`config.mk`:
```
export PLATFORM = sky130hd
export DESIGN_NAME = alu_stage_mc
export DESIGN_NICKNAME = d
export VERILOG_FILES = /design/src/rtl/alu_stage_mc.sv
export SDC_FILE = /design/constraint.sdc
export NUM_CORES = 1
export LEC_CHECK = 0
export ABC_AREA = 1
export CORE_ASPECT_RATIO = 1.5
export CORE_MARGIN = 5
export CORE_UTILIZATION = 50
export DETAILED_ROUTE_END_ITERATION = 12
export GPL_ROUTABILITY_DRIVEN = 0
export HOLD_SLACK_MARGIN = 0.1
export MAX_ROUTING_LAYER = met4
export PLACE_DENSITY_LB_ADDON = 0.25
export SKIP_CTS_REPAIR_TIMING = 1
export SLEW_MARGIN = 10
export SYNTH_ARGS = -nofsm -noshare
export SYNTH_HDL_FRONTEND = slang
export SYNTH_SLANG_ARGS = --single-unit
```
`constraint.sdc`:
```
create_clock -name clk -period 3.2 [get_ports clk]
set_clock_uncertainty 0.1 [all_clocks]
set_input_delay 0.32 -clock clk [delete_from_list [all_inputs] [get_ports clk]]
set_output_delay 0.32 -clock clk [all_outputs]
set_load 0.02 [all_outputs]
```
`src/rtl/alu_stage_mc.sv`:
```
// Handshaked ALU stage: single-cycle arith/logic/shift and an iterative multiplier.
// Optional macro ALU_DIV_EN adds an iterative unsigned divider (quotient/remainder).
module alu_stage_mc #(
   parameter int unsigned WIDTH = 32
) (
   input  logic             clk,
   input  logic             reset,
   input  logic             in_valid,
   output logic             in_ready,
   input  logic [7:0]       ctrl_in,
   input  logic [WIDTH-1:0] pc_in,
   input  logic [WIDTH-1:0] x_in,
   input  logic [WIDTH-1:0] z_in,
   input  logic [WIDTH-1:0] y_in,
   input  logic [WIDTH-1:0] imm_in,
   output logic             out_valid,
   input  logic             out_ready,
   output logic [WIDTH-1:0] z_out,
   output logic             alu_zero,
   output logic             ovfl,
   output logic             busy
);

   localparam int unsigned SHW = $clog2(WIDTH);
   localparam int unsigned CW  = SHW + 1;

   typedef enum logic [1:0] {ST_IDLE, ST_BUSY, ST_DONE} state_t;

   state_t           r_state;
   logic             r_busy;
   logic             r_out_valid;
   logic [WIDTH-1:0] r_z;
   logic             r_zero;
   logic             r_ovfl;
   logic [WIDTH-1:0] r_acc;
   logic [WIDTH-1:0] r_opa;
   logic [WIDTH-1:0] r_opb;
   logic [CW-1:0]    r_count;

   logic [1:0]       w_srcx;
   logic [1:0]       w_srcy;
   logic [1:0]       w_fn;
   logic [1:0]       w_fntype;
   logic [WIDTH-1:0] w_x;
   logic [WIDTH-1:0] w_y;
   logic [WIDTH-1:0] w_yop;
   logic [SHW-1:0]   w_shamt;
   logic [WIDTH-1:0] w_res;
   logic             w_ovfl;
   logic             w_multi;
   logic             w_free;
   logic             w_fire;
   logic [WIDTH-1:0] w_mc_res;
   logic [WIDTH-1:0] w_prod_nxt;

   assign w_srcx   = ctrl_in[7:6];
   assign w_srcy   = ctrl_in[5:4];
   assign w_fn     = ctrl_in[3:2];
   assign w_fntype = ctrl_in[1:0];
   assign w_shamt  = w_y[SHW-1:0];

   assign w_free   = ~r_out_valid | out_ready;
   assign in_ready = (r_state == ST_IDLE) & w_free;
   assign w_fire   = in_valid & in_ready;

   assign out_valid = r_out_valid;
   assign z_out     = r_z;
   assign alu_zero  = r_zero;
   assign ovfl      = r_ovfl;
   assign busy      = r_busy;

   // Operand source selection
   always_comb begin
      w_x = '0;
      case (w_srcx)
         2'b00:   w_x = pc_in;
         2'b01:   w_x = x_in;
         2'b10:   w_x = z_in;
         default: w_x = '0;
      endcase
      w_y = WIDTH'(4);
      case (w_srcy)
         2'b00:   w_y = WIDTH'(4);
         2'b01:   w_y = y_in;
         2'b10:   w_y = imm_in;
         default: w_y = {imm_in[WIDTH-3:0], 2'b00};
      endcase
   end

`ifdef ALU_DIV_EN
   typedef enum logic [1:0] {MC_MUL, MC_QUO, MC_REM} mc_op_t;
   mc_op_t         r_mc_op;
   logic [WIDTH:0] w_rsh;
   logic           w_ge;
   logic [WIDTH-1:0] w_rdiff;

   // Restoring divide step: shift next dividend bit into the partial remainder
   assign w_rsh   = {r_acc, r_opa[WIDTH-1]};
   assign w_ge    = (w_rsh >= {1'b0, r_opb});
   assign w_rdiff = w_rsh[WIDTH-1:0] - r_opb;
   assign w_multi = (w_fntype == 2'b11) && (w_fn != 2'b11);

   always_comb begin
      w_mc_res = r_acc;
      if (r_mc_op == MC_QUO) w_mc_res = r_opa;
   end
`else
   assign w_multi  = (w_fntype == 2'b11) && (w_fn == 2'b00);
   assign w_mc_res = r_acc;
`endif

   assign w_prod_nxt = r_acc + (r_opb[0] ? r_opa : '0);

   // Single-cycle result and overflow
   always_comb begin
      w_res  = '0;
      w_ovfl = 1'b0;
      w_yop  = w_fn[0] ? ~w_y : w_y;
      case (w_fntype)
         2'b00: begin
            w_res  = w_x + w_yop + WIDTH'(w_fn[0]);
            w_ovfl = (w_x[WIDTH-1] == w_yop[WIDTH-1]) && (w_res[WIDTH-1] != w_x[WIDTH-1]);
         end
         2'b01: begin
            case (w_fn)
               2'b00:   w_res = w_x & w_y;
               2'b01:   w_res = w_x | w_y;
               2'b10:   w_res = w_x ^ w_y;
               default: w_res = ~(w_x | w_y);
            endcase
         end
         2'b10: begin
            case (w_fn)
               // shift by WIDTH yields 0, so a zero amount rotates cleanly
               2'b00:   w_res = (w_x >> w_shamt) | (w_x << (CW'(WIDTH) - {1'b0, w_shamt}));
               2'b01:   w_res = w_x >> w_shamt;
               2'b10:   w_res = w_x << w_shamt;
               default: w_res = $unsigned($signed(w_x) >>> w_shamt);
            endcase
         end
         default: w_res = '0;
      endcase
   end

   // Control FSM, iterative datapath and output register
   always_ff @(posedge clk or negedge reset) begin
      if (!reset) begin
         r_state     <= ST_IDLE;
         r_busy      <= 1'b0;
         r_out_valid <= 1'b0;
         r_z         <= '0;
         r_zero      <= 1'b0;
         r_ovfl      <= 1'b0;
         r_acc       <= '0;
         r_opa       <= '0;
         r_opb       <= '0;
         r_count     <= '0;
`ifdef ALU_DIV_EN
         r_mc_op     <= MC_MUL;
`endif
      end else begin
         if (r_out_valid && out_ready) r_out_valid <= 1'b0;
         case (r_state)
            ST_IDLE: begin
               if (w_fire) begin
                  if (w_multi) begin
                     r_state <= ST_BUSY;
                     r_busy  <= 1'b1;
                     r_acc   <= '0;
                     r_opa   <= w_x;
                     r_opb   <= w_y;
                     r_count <= CW'(WIDTH);
`ifdef ALU_DIV_EN
                     r_mc_op <= (w_fn == 2'b00) ? MC_MUL : ((w_fn == 2'b01) ? MC_QUO : MC_REM);
`endif
                  end else begin
                     r_z         <= w_res;
                     r_zero      <= (w_res == '0);
                     r_ovfl      <= w_ovfl;
                     r_out_valid <= 1'b1;
                  end
               end
            end
            ST_BUSY: begin
`ifdef ALU_DIV_EN
               if (r_mc_op == MC_MUL) begin
                  r_acc <= w_prod_nxt;
                  r_opa <= r_opa << 1;
                  r_opb <= r_opb >> 1;
               end else begin
                  r_acc <= w_ge ? w_rdiff : w_rsh[WIDTH-1:0];
                  r_opa <= {r_opa[WIDTH-2:0], w_ge};
               end
`else
               r_acc <= w_prod_nxt;
               r_opa <= r_opa << 1;
               r_opb <= r_opb >> 1;
`endif
               r_count <= r_count - CW'(1);
               if (r_count == CW'(1)) begin
                  r_state <= ST_DONE;
                  r_busy  <= 1'b0;
               end
            end
            ST_DONE: begin
               if (w_free) begin
                  r_z         <= w_mc_res;
                  r_zero      <= (w_mc_res == '0);
                  r_ovfl      <= 1'b0;
                  r_out_valid <= 1'b1;
                  r_state     <= ST_IDLE;
               end
            end
            default: r_state <= ST_IDLE;
         endcase
      end
   end

endmodule

```
==> reports/results.tsv, run 1 <==
stage	metric	value	unit
placement	PortBufs	208	
outcome	Halt Reason	[ERROR GRT-0116] Global routing finished with congestion. Check the congestion regions in the DRC Viewer.	
synthesis	Top FF cell, synth	dfrtp_1	
synthesis	Mapped Avg Cell Area	5.90	µm²
outcome	status	stopped before the end	
synthesis	count of flip-flops with a built-in enable after synthesis	0	
global_route	gr ovfl total	6	
clock_tree	Root Buffer	clkbuf_16	
global_route	global router's overall resource usage	49.3	%
synthesis	top-area cell type share of the netlist area	18.7	%
synthesis	Yosys reg bits	140	
placement	placed cell areas	0.0262	mm²
floorplanning	Die W	171	µm
synthesis	Async S/R FF share, synth	100	%
global_route	vias in the first global route	28600	
outcome	failing step	5_1_grt	
floorplanning	initial core utilization	50.5	%
floorplanning	FP Rows	88	
placement	DP HPWL	80100	µm
clock_tree	CTS H-tree lvls	4	
clock_tree	CTS Buffer Depth	2	
synthesis	synth top area cells	nand2_1 19%, dfrtp_1 18%, nand3_1 13%	
clock_tree	Num CTS Buffers	17	
synthesis	Mapped Nets	3589	
clock_tree	Clock Sink Count	140	
synthesis	biggest area consumer among synthesized cells	nand2_1	
global_route	first-pass GRT wire length	161000	µm
synthesis	Synth Warn #	0	
floorplanning	I/O pin cnt	209	
synthesis	Seq/Total Area, Yosys	18.0	%
global_route	largest net degree at the start of global routing	70	
synthesis	synthesized area	0.0194	mm²
synthesis	distinct cell type count after synthesis	63	
floorplanning	chip height	251	µm
synthesis	Synth Instances	3290	
synth_stat cells, types with 4 or more instances:
master     count
o21a_1        13
a22oi_1       35
o21ai_1       23
buf_1         18
nand2_2       13
nand3_2        9
nand3b_1      10
nor4_1         8
o211ai_1      65
xnor2_1        5
buf_2         42
nand2_1      970
buf_4         18
nor3_1        17
a21oi_1      214
a22o_1         8
nand2_4        4
nand3_1      487
ha_1         125
or2_2          4
buf_6         15
nor2_2        11
a221oi_1      14
xor2_1        39
a31oi_1       12
dfrtp_1      140
inv_2          6
nor2_1       242
clkbuf_1      88
o2111ai_1     14
nand4_1       19
o21ai_0      217
o22ai_1       36
a211oi_1       8
inv_1        293
per-layer routing:
layer	GRT overflow	global-route usage, %
met4	1	45.2
met5	-	-
met3	0	20.9
met1	0	50.7
met2	5	70.3
cells by family after synthesis:
family                     after synthesis  share of synthesized area [%]
and+or+nand+nor                       1808                           40.1
DFF                                    140                           18.0
adders and majority gates              127                           8.26
muxes                                    3                          0.155
xor gates and xnor gates                46                           2.27
AOI/OAI and AO/OA                      677                           20.3
buffers and inverters                  489                           10.9
per-stage QoR:
stage                     hold WS (ns)  worst slack (ns)  TNS (ns)  utilization [%]  cells
after global placement           0.190             -1.07    -25.44             68.3   4418
after detailed placement         0.200             -1.05    -27.78             68.3   4418
after CTS                       -0.280            -0.597    -12.61             69.9   4450
after floorplan                -0.0756          0.000429         0                -   3290
==> run 2, diff against run 1 <==
- CORE_ASPECT_RATIO: 1.5 -> default
- CORE_UTILIZATION: 50 -> 35
- HOLD_SLACK_MARGIN: 0.1 -> default
- MAX_ROUTING_LAYER: met4 -> default
- PLACE_DENSITY_LB_ADDON: 0.25 -> 0.15
- clock period: 3.2 -> 4.2 ns (I/O delays scaled with it)
==> reports/results.tsv, run 2 <==
stage	metric	value	unit
placement	DP HPWL	79700	µm
pwr	Cell Pwr Density	489	mW/mm²
global_route	largest net degree at the start of global routing	76	
min_path	Hold Crit Depth	2	
floorplanning	Die W	246	µm
global_route	global router's overall resource usage	31.7	%
synthesis	Synth Instances	3290	
finish	Area growth syn-to-layout	29.7	%
clock_tree	Skew-Pair Late Insertion Delay	0.44	ns
critical_path	critical path type	input pin to flip-flop	
timing	period utilisation layout	94.7	%
clock_tree	Clock Sink Count	140	
critical_path	CP required	4.47	ns
min_path	hold path start	r_count[5]$_DFFE_PN0P_	
synthesis	count of flip-flops with a built-in enable after synthesis	0	
pwr	peak supply drop	0.328	mV
synthesis	Yosys reg bits	140	
floorplanning	chip height	246	µm
critical_path	FF-to-FF path depth	19	
clock_tree	Num CTS Buffers	17	
critical_path	worst setup path startpoint	ctrl_in[5]	
finish	share of cells above drive strength 1	12.8	%
critical_path	reg2reg end	r_acc[28]$_DFFE_PN0P_	
critical_path	worst-path maximum fanout	5	
placement	PortBufs	208	
synthesis	synth top area cells	nand2_1 19%, dfrtp_1 18%, nand3_1 13%	
floorplanning	Placeable Area	0.0550	mm²
critical_path	CP dominant cell by count	nand2_1	
critical_path	RR Startpoint	r_opb[0]$_DFFE_PN0P_	
finish	most frequent cells in the layout	970 x nand2_1, 486 x nand3_1, 341 x buf_4, 291 x inv_1, 234 x nor2_1	
synthesis	leading post-synthesis cells by instance count	970 x nand2_1, 487 x nand3_1, 293 x inv_1	
critical_path	Slowest cell on crit path	clkdlybuf4s50_1	
timing	RSZ-0062 raised after global routing	false	
clock_tree	CTS H-tree lvls	4	
finish	Final nets	3996	
timing	Slew @ Worst Pin	1.19	ns
synthesis	Synth Warn #	0	
clock_tree	CTS tree	yes	
global_route	vias in the first global route	24300	
critical_path	CP Data Arrival Time	4.25	ns
timing	final hold vios	0	
route	Post-Route WL	99100	µm
pwr	Pwr Total	12.3	mW
critical_path	Critical Path Source Type	input pin	
synthesis	top-count cell post-synth	nand2_1	
route	1st-pass router iterations	10	
floorplanning	I/O pin cnt	209	
clock_tree	clock slew at the register clock pins of the worst setup and hold paths	0.06	ns
route	drt initial violations	3371	
global_route	gr ovfl total	0	
timing	Fmax	251	MHz
timing	Tmin final	3.98	ns
timing	final setup fails	0	
pwr	Leak	12.7	nW
synthesis	Top FF cell, synth	dfrtp_1	
min_path	hold endpoint	r_count[5]$_DFFE_PN0P_	
critical_path	crit-path max cell delay	0.55	ns
synthesis	distinct cell type count after synthesis	63	
critical_path	CP Capture Type	flip-flop	
finish	leading cell type in the layout, fill and taps excluded	nand2_1	
route	wire length per cell	22.2	µm
job	max-cap viol count	0	
clock_tree	CTS Buffer Depth	2	
min_path	HP Class	flip-flop to flip-flop	
floorplanning	initial core utilization	35.3	%
synthesis	biggest area consumer among synthesized cells	nand2_1	
synthesis	Mapped Nets	3589	
timing	Max-slew headroom	20.5	%
clock_tree	Root Buffer	clkbuf_16	
route	ANT nets after route	0	
synthesis	Async S/R FF share, synth	100	%
synthesis	top-area cell type share of the netlist area	18.7	%
floorplanning	FP Rows	86	
floorplanning	Die Area	0.0603	mm²
synthesis	Mapped Avg Cell Area	5.90	µm²
timing	pins over their slew limit	0	
finish	utilization after layout	45.8	%
global_route	number of antenna violations at the first check in global routing	7	
route	vias per cell	5.77	
critical_path	FF-to-FF setup slack	0.44	ns
global_route	first-pass GRT wire length	148000	µm
synthesis	Seq/Total Area, Yosys	18.0	%
route	DRC viols	0	
outcome	status	finished, final reports clean	
synthesis	synthesized area	0.0194	mm²
route	vias	25700	
[run 2: worst max path at each step]
| stage | endpoint | slack, ns | cells after the start |
|---|---|---|---|
| floorplan | alu_zero$_DFFE_PN0P_ | 0.18 | 22 |
| global placement | alu_zero$_DFFE_PN0P_ | -0.32 | 22 |
| detailed placement | z_out[31]$_DFFE_PN0P_ | -0.32 | 19 |
| CTS | alu_zero$_DFFE_PN0P_ | 0.14 | 22 |
| global route | alu_zero$_DFFE_PN0P_ | 0.005 | 23 |
| finish | alu_zero$_DFFE_PN0P_ | 0.22 | 25 |
[run 2: through the flow]
step,cells,hold slack (ns),setup slack (ns),TNS [ns],area (µm²)
final,4464,0.378,0.222,0,25200
after CTS,4457,-0.0900,0.140,0,25100
after global routing,4458,0.394,0.00482,0,25200
after floorplan,3290,0.0244,0.180,0,19400
after detailed placement,4425,0.368,-0.320,-2.44,24500
after global placement,4425,0.363,-0.316,-2.15,24500
[run 2: area by class of cell]
cell class | count | area, µm²
flip-flops and latches | 140 | 3500
diodes | 6 | 15.0
multi-input cells | 2661 | 13900
well taps | 748 | 936
inverters | 305 | 1150
repair buffers | 572 | 5080
clock inverters | 15 | 200
fillers | 5858 | 29800
clock buffers | 17 | 425
[run 2: cell families after synthesis]
family                     count (synthesis)  share of synthesized area (%)
AOI/OAI and AO/OA                        677                           20.3
buffers and inverters                    489                           10.9
muxes                                      3                          0.155
and+or+nand+nor                         1808                           40.1
xor gates and xnor gates                  46                           2.27
DFF                                      140                           18.0
adders and majority gates                127                           8.26
[run 2: critical path: cells and delay by family]
kind	cells	cell delay, ns
adders and majority gates	1	0.37
and+or+nand+nor	12	1.34
xor gates and xnor gates	1	0.18
buffers and inverters	5	0.96
AOI/OAI and AO/OA	6	0.97
[run 2: where the power goes]
part	switching [mW]	total [mW]	internal, mW
logic	5.04	8.12	3.08
registers	0.519	2.58	2.06
clock network	0.661	1.62	0.956
[run 2: routing by layer]
metal / routed length, µm / up-vias / GRT usage [%]
li1: - / 11900 / -
met1: 38900 / 11800 / 40.3
met5: 33 / - / 0
met4: 6730 / 4 / 18.2
met2: 41900 / 1614 / 48.1
met3: 11600 / 377 / 8.99
No activity file was read; power rests on OpenSTA's default activity.
